[src/rtl/seq_subtractor_64bit.sv]
// seq_subtractor_64bit: chunk-serial D = A - B - Bin with borrow-out, one CHUNK slice per clock,
// valid/ready handshakes on both sides.
module seq_subtractor_64bit #(
    parameter int WIDTH = 64,
    parameter int CHUNK = 16
) (
    input  logic             clk,
    input  logic             rst_n,
    input  logic             in_valid,
    output logic             in_ready,
    input  logic [WIDTH-1:0] A,
    input  logic [WIDTH-1:0] B,
    input  logic             Bin,
    output logic             out_valid,
    input  logic             out_ready,
    output logic [WIDTH-1:0] D,
    output logic             B_Out
);
    localparam int NCHUNK = WIDTH / CHUNK;
    localparam int CW = (NCHUNK > 1) ? $clog2(NCHUNK) : 1;
    typedef enum logic [1:0] {IDLE, CALC, DONE} state_t;
    state_t           state_q, state_d;
    logic [CW-1:0]    cnt_q, cnt_d;
    logic [WIDTH-1:0] a_q, a_d, b_q, b_d, d_q, d_d;
    logic             brw_q, brw_d, bout_q, bout_d;
    logic [CHUNK:0]   diff;
    logic             last;
    // One extra bit on the slice difference captures the chunk borrow.
    assign diff = {1'b0, a_q[cnt_q*CHUNK +: CHUNK]} - {1'b0, b_q[cnt_q*CHUNK +: CHUNK]}
                - {{CHUNK{1'b0}}, brw_q};
    assign last = (cnt_q == CW'(NCHUNK - 1));
    assign in_ready  = (state_q == IDLE);
    assign out_valid = (state_q == DONE);
    assign D     = d_q;
    assign B_Out = bout_q;
    always_comb begin
        state_d = state_q;
        cnt_d   = cnt_q;
        a_d     = a_q;
        b_d     = b_q;
        brw_d   = brw_q;
        d_d     = d_q;
        bout_d  = bout_q;
        case (state_q)
            IDLE: if (in_valid) begin
                a_d     = A;
                b_d     = B;
                brw_d   = Bin;
                cnt_d   = '0;
                state_d = CALC;
            end
            CALC: begin
                d_d[cnt_q*CHUNK +: CHUNK] = diff[CHUNK-1:0];
                brw_d = diff[CHUNK];
                cnt_d = cnt_q + 1'b1;
                if (last) begin
                    bout_d  = diff[CHUNK];
                    state_d = DONE;
                end
            end
            DONE: state_d = out_ready ? IDLE : DONE;
            default: state_d = IDLE;
        endcase
    end
    always_ff @(posedge clk or negedge rst_n) begin
        if (!rst_n) begin
            state_q <= IDLE;
            cnt_q   <= '0;
            a_q     <= '0;
            b_q     <= '0;
            d_q     <= '0;
            brw_q   <= 1'b0;
            bout_q  <= 1'b0;
        end else begin
            state_q <= state_d;
            cnt_q   <= cnt_d;
            a_q     <= a_d;
            b_q     <= b_d;
            d_q     <= d_d;
            brw_q   <= brw_d;
            bout_q  <= bout_d;
        end
    end
endmodule

[config.mk]
export PLATFORM = sky130hd
export DESIGN_NAME = seq_subtractor_64bit
export DESIGN_NICKNAME = d
export VERILOG_FILES = /design/src/rtl/seq_subtractor_64bit.sv
export SDC_FILE = /design/constraint.sdc
export NUM_CORES = 1
export LEC_CHECK = 0
export CAP_MARGIN = 20
export CORE_ASPECT_RATIO = 1.2
export CORE_UTILIZATION = 45
export CTS_BUF_LIST = sky130_fd_sc_hd__clkbuf_2
export CTS_CLUSTER_SIZE = 24
export DETAILED_ROUTE_END_ITERATION = 8
export GPL_ROUTABILITY_DRIVEN = 0
export PLACE_DENSITY = 0.73
export SYNTH_ARGS = -nofsm -noshare
export SYNTH_HDL_FRONTEND = slang
export SYNTH_SLANG_ARGS = --single-unit
[constraint.sdc]
create_clock -name clk -period 6 [get_ports clk]
set_input_delay 1.5 -clock clk [delete_from_list [all_inputs] [get_ports clk]]
set_output_delay 1.5 -clock clk [all_outputs]
set_load 0.02 [all_outputs]
## Word-level counts from Yosys, hierarchy flattened

Index checks and enable logic that the tools add are counted.

- RAM bits: 0
- Output and inout port bits: 67
- Flip-flop bits (word level): 198
- ROM bits: 0
- Latch bits: 0
- Memories: 0

- Divide/modulo/power cells: 0
- Reductions and logical operators: 6
- $add $sub $neg: 4
- Multiplexer cells: 9
- $lt $le $gt $ge: 0
- Multipliers: 0
- Bitwise logic cells: 0
- Equality and inequality tests: 5
- Shift operators: 4

Operator list:

| operator | count |
|---|---|
| variable part select 64 x 7 -> 16 bit | 2 |
| bitwise mux 64 bit | 1 |
| variable shift 16 x 34 -> 64 bit (first input constant) | 1 |
| variable part select 16 x 34 -> 64 bit | 1 |
| negator 6 -> 34 bit | 1 |
| subtractor 16 x 16 -> 17 bit | 1 |
| subtractor 17 x 1 -> 17 bit | 1 |
| two-way mux 2 bit | 4 |
| AND reduction 2 bit | 4 |
| case mux 2 bit (3 select lines) | 1 |
| equality test 2 bit (second input constant) | 2 |
| != test 2 bit (second input constant) | 2 |
| case mux 2 bit (2 select lines) | 1 |
| adder 2 x 1 -> 2 bit (second input constant) | 1 |
| equality test 2 x 1 -> 1 bit (second input constant) | 1 |
| logical NOT 2 bit | 1 |
| case mux 1 bit (2 select lines) | 1 |
| nonzero test 2 bit | 1 |
| two-way mux 1 bit | 1 |

## Longest topological paths before layout

- Word-level depth: 5
- Mapped depth: 14
- Gate-level depth less buffers: 11

## Worst setup path before layout

OpenSTA, ideal clock, no wires.

- Kind: flip-flop to flip-flop
- From: reg cnt_q[0]
- To: reg d_q[14], in the netlist D[14]
- Setup time: 66 ps
- Required time: 5934 ps
- Stages on the path, launching flop included: 13
- Slack: 2158 ps
- Arrival time: 3775 ps
- Buffers on the path: 2
- Cells stage by stage: dfrtp_1 -> buf_1 -> buf_2 -> mux4_2 -> fa_1 -> inv_1 -> fa_1 -> a21boi_0 -> o211ai_1 -> a2111oi_0 -> or4_1 -> a31oi_1 -> a22o_1

- Cells in the longest elaborated chain, start to end: 5
- Elaborated cells on any way between the ends: 8
- Classes of those cells: add/sub: 3; shift: 4; mux: 1

Ends and longest elaborated chain:

| what | RTL line | source |
|---|---|---|
| start: declaration | 23 | `logic [CW-1:0] cnt_q, cnt_d;` |
| start signal: assignment | 76 | `cnt_q <= cnt_d;` |
| variable part select 64 x 7 -> 16 bit | 29 | `assign diff = {1'b0, a_q[cnt_q*CHUNK +: CHUNK]} - {1'b0, b_q[cnt_q*CHUNK +: CHUNK]}` |
| subtractor 16 x 16 -> 17 bit | 29 |  |
| subtractor 17 x 1 -> 17 bit | 30 | `- {{CHUNK{1'b0}}, brw_q};` |
| variable part select 16 x 34 -> 64 bit | 53 | `d_d[cnt_q*CHUNK +: CHUNK] = diff[CHUNK-1:0];` |
| bitwise mux 64 bit (*) | 53 |  |
| end signal: assignment | 71 | `d_q <= '0;` |
| end signal: assignment | 79 | `d_q <= d_d;` |
| end: declaration | 24 | `logic [WIDTH-1:0] a_q, a_d, b_q, b_d, d_q, d_d;` |

Mark *: on every way between the ends. The rest lies on a longest branch, timed or not.
A chain may end at the register's enable or synchronous reset.

## Worst setup path in the final report

- From: reg cnt_q[0]
- To: reg d_q[30], in the netlist D[30]

Same word-level chain as after synthesis.

==> results.md <==
- The flow ran to the end, and the final reports show no timing, DRC or antenna violations.
- The initial antenna violation count was 1.
- The filler cell count in the final layout is 1764.
- The number of global-route vias before repair is 7239.
- Setup repair after global routing left no endpoint under its margin.
- Headroom to the max-slew limit came out at 0.3184.
- The number of levels in the clock H-tree is 4.
- The startpoint kind of the worst setup timing path is a flop.
- The clock passes through at most 2 buffers.
- The max-slew violation count is 0.
- In this run, synthesis produced a sequential element count of 198.
- The pin count of the biggest net entering global routing is 116.
- In the final routed layout, each cell accounts on average for 16.19 µm.
- The buffers inserted during post-CTS setup optimization is 0.
- STA puts the critical path data arrival time at 4.85 ns.
- The first global-routing pass estimated 37380 µm of wire.
- The clock latency of the later-clocked register in the worst-skew pair is 0.79 ns.
- The number of iterations in the first detailed-routing pass is 5.
- For this run, the total global-route usage over all layers was measured as 0.2259.
- Among all flip-flop cells after synthesis, the most frequent one is sky130_fd_sc_hd__dfrtp_1.
- The final hold slack is 0.5076 ns.
- The HPWL after detailed placement is 16990 µm.
- The path class of the lowest-slack min-delay path is flop to flop.
- The clock transition at the registers of the reported paths is 0.26 ns.
- On the worst path, the slowest cell contributes a delay of 1.00 ns.
- The detailed router's first-iteration violation count is 517.
- The number of cells upsized or downsized after cts is 0.
- The layout net count is 1306.
- The total wire length is 22930 µm.
- The register area share after synthesis is 0.5283.
- Counting instances, the worst hold path has a depth of 2.
- Setup violations remaining at the end of the flow were counted as 0.
- The area growth from synthesis to layout is 26.25%.
- The clock period minus worst slack is 4.110 ns.
- Buffers inserted during clock tree synthesis total 17.
- The number of distinct library cells after synthesis is 52.
- The area of the core region is 20330 µm².
- Based on the critical path, the design can be clocked at up to 243.3 MHz.
- The transition time of the tightest slew-check pin is 1.019 ns.
- The summed negative setup slack over all endpoints is 0 ns.
- The proportion of layout cells with a drive suffix above 1 is 0.06783.
- The number of cells on the worst reg-to-reg path is 12.
- In the routed design, unresolved DRC markers number 0.
- The mapped cell area is 9379 µm².
- 200 I/O pins were placed.
- The number of enable flip-flop cells after synthesis is 0.
- The port buffer count is 199.
- After detailed routing, the number of vias per cell comes to 5.207.
- After global routing the overflow that remains totals 0.
- The floorplan step set the die width to 133.8 µm.
- The endpoint required time on the critical path is 6.74 ns.
- The worst setup path is captured at a flop.
- In the finished design, the share of the clock period the worst path needs comes to 0.6850.
- The mean instance size in the synthesized netlist is 9.709 µm².
- The effective utilization at floorplan is 0.4614.
- The routed layout has 7373 vias.
- The chip height is 160.1 µm.
- The total number of placement rows is 57.
- The largest fanout on the critical path is 26.
- The number of sinks handled by clock tree synthesis is 198.
- Hold repair after CTS inserted 0 buffers.
- Walking the worst path, the cells encountered are buf_4 -> mux4_2 -> inv_1 -> ha_1 -> inv_1 -> ha_1 -> a21boi_0 -> o211ai_1 -> a2111oi_0 -> or4_1 -> a31oi_1 -> a22o_1.
- The slowest stage cell on the critical path is sky130_fd_sc_hd__dfrtp_2.
- The classification of the worst setup path is flop to flop.
- The Yosys step of the flow raised 0 warnings.
- The number of hold violations in the final report is 0.
- The final worst clock skew is 0.02804 ns.
- Counting flops with an async set or reset pin after synthesis yields a share of 1.000.
- The floorplan step defined a die boundary enclosing 21430 µm².
- The count of nets left with antenna violations after detail routing is 0.
- Counting every instance in the synthesized netlist gives 966.
- The net count after synthesis is 1135.
- The TritonCTS clock tree is built.
- In this run the clock root is driven by a sky130_fd_sc_hd__clkbuf_2.
- The tool flagged a number of max-cap violations equal to 0.
registers in the layout, indices dropped and copies added, names as in the netlist:
signal	cells
brw_q	1
D	64
cnt_q	2
b_q	64
a_q	64
state_q	2
B_Out	1
metal layers:
| layer | GRT usage | up-vias | routed length, µm |
|---|---|---|---|
| met5 | 0 | - | 0 |
| li1 | - | 3547 | - |
| met4 | 0.1090 | 0 | 817 |
| met2 | 0.3648 | 284 | 11070 |
| met3 | 0.03397 | 44 | 1285 |
| met1 | 0.2977 | 3498 | 9760 |
cell usage after synthesis, types with 2 or more instances:
cell type,count,area share
sky130_fd_sc_hd__a21boi_0,2,0.0016
sky130_fd_sc_hd__a21o_1,6,0.0048
sky130_fd_sc_hd__a21oi_1,16,0.0085
sky130_fd_sc_hd__a22o_1,48,0.045
sky130_fd_sc_hd__a32o_1,4,0.0043
sky130_fd_sc_hd__and2_1,3,0.0020
sky130_fd_sc_hd__buf_1,4,0.0016
sky130_fd_sc_hd__buf_2,4,0.0021
sky130_fd_sc_hd__clkbuf_1,44,0.018
sky130_fd_sc_hd__dfrtp_1,198,0.53
sky130_fd_sc_hd__fa_1,2,0.0043
sky130_fd_sc_hd__ha_1,34,0.045
sky130_fd_sc_hd__inv_1,48,0.019
sky130_fd_sc_hd__mux2i_1,3,0.0032
sky130_fd_sc_hd__mux4_2,31,0.074
sky130_fd_sc_hd__nand2_1,420,0.17
sky130_fd_sc_hd__nand2b_1,4,0.0027
sky130_fd_sc_hd__nand3_1,3,0.0016
sky130_fd_sc_hd__nand4_1,6,0.0040
sky130_fd_sc_hd__nor2_1,13,0.0052
sky130_fd_sc_hd__nor2b_1,2,0.0013
sky130_fd_sc_hd__nor3_1,7,0.0037
sky130_fd_sc_hd__nor4_1,3,0.0020
sky130_fd_sc_hd__o21a_1,2,0.0016
sky130_fd_sc_hd__o21ai_0,17,0.0091
sky130_fd_sc_hd__o21ai_1,5,0.0027
sky130_fd_sc_hd__or3_1,2,0.0013
sky130_fd_sc_hd__or4_1,2,0.0016
sky130_fd_sc_hd__xnor2_1,7,0.0065
sky130_fd_sc_hd__xor2_1,4,0.0037
critical path: cells and delay by family (launching register included):
kind,cells,cell delay (ns)
fa+ha+maj,2,0.44
buf+inv,3,0.44
simple gates,1,0.55
flops,1,1.00
mux,1,0.51
compound gates,5,1.12
cells in the final DEF, fill, tap and decap left out, drive strengths merged, types with 16 or more instances in the layout:
cell / n
o21ai: 22
nand2: 420
dfrtp: 198
inv: 53
ha: 34
mux4: 31
a21oi: 16
a22o: 48
clkdlybuf4s50: 198
clkbuf: 19
kinds of logic (layout without fill, tap and decap cells):
group / Yosys count / count (layout) / synth area share
buffers and inverters: 101 / 285 / 0.04136
xor gates and xnor gates: 11 / 11 / 0.01027
other: 0 / 1 / 0
muxes: 34 / 34 / 0.07764
adders and majority gates: 36 / 36 / 0.04963
AOI/OAI and AO/OA: 114 / 114 / 0.09298
DFF: 198 / 198 / 0.5283
and+or+nand+nor: 472 / 472 / 0.1998
area by class of cell:
class                           instances  area, µm²  area share
Tap cell                              265      331.6     0.02800
Sequential cell                       198       4957      0.4186
Antenna cell                            1      2.502   0.0002113
Clock buffer                           18      90.09    0.007608
Multi-Input combinational cell        667       4066      0.3434
Inverter                               48      180.2     0.01522
Clock inverter                         14      147.6     0.01247
Timing Repair Buffer                  205       2066      0.1744
worst paths after layout:
| kind | startpoint | to | slack, ns |
|---|---|---|---|
| max in group asynchronous | rst_n | D[15] | 4.30 |
| min reg2reg | b_q[43] | b_q[43] | 0.51 |
| min | b_q[43] | b_q[43] | 0.51 |
| max reg2reg | cnt_q[0] | D[30] | 1.89 |
| min in group asynchronous | rst_n | b_q[63] | 0.68 |
| max | cnt_q[0] | D[30] | 1.89 |
through the flow:
| stage | utilization | worst slack [ns] | std cells | cell area (µm²) |
|---|---|---|---|---|
| 2_1_floorplan | - | 2.158 | 966 | 9379 |
| 3_3_place_gp | 0.5708 | 1.916 | 1383 | 11600 |
| 3_5_place_dp | 0.5708 | 1.839 | 1383 | 11600 |
| 4_1_cts | 0.5825 | 1.789 | 1415 | 11840 |
| 5_1_grt | 0.5826 | 1.545 | 1416 | 11840 |
| 6_report | 0.5826 | 1.890 | 1416 | 11840 |
Power is left out: the tool's default activity adds up to more than one toggle a clock period on the data nets, which glitch-free logic cannot reach.
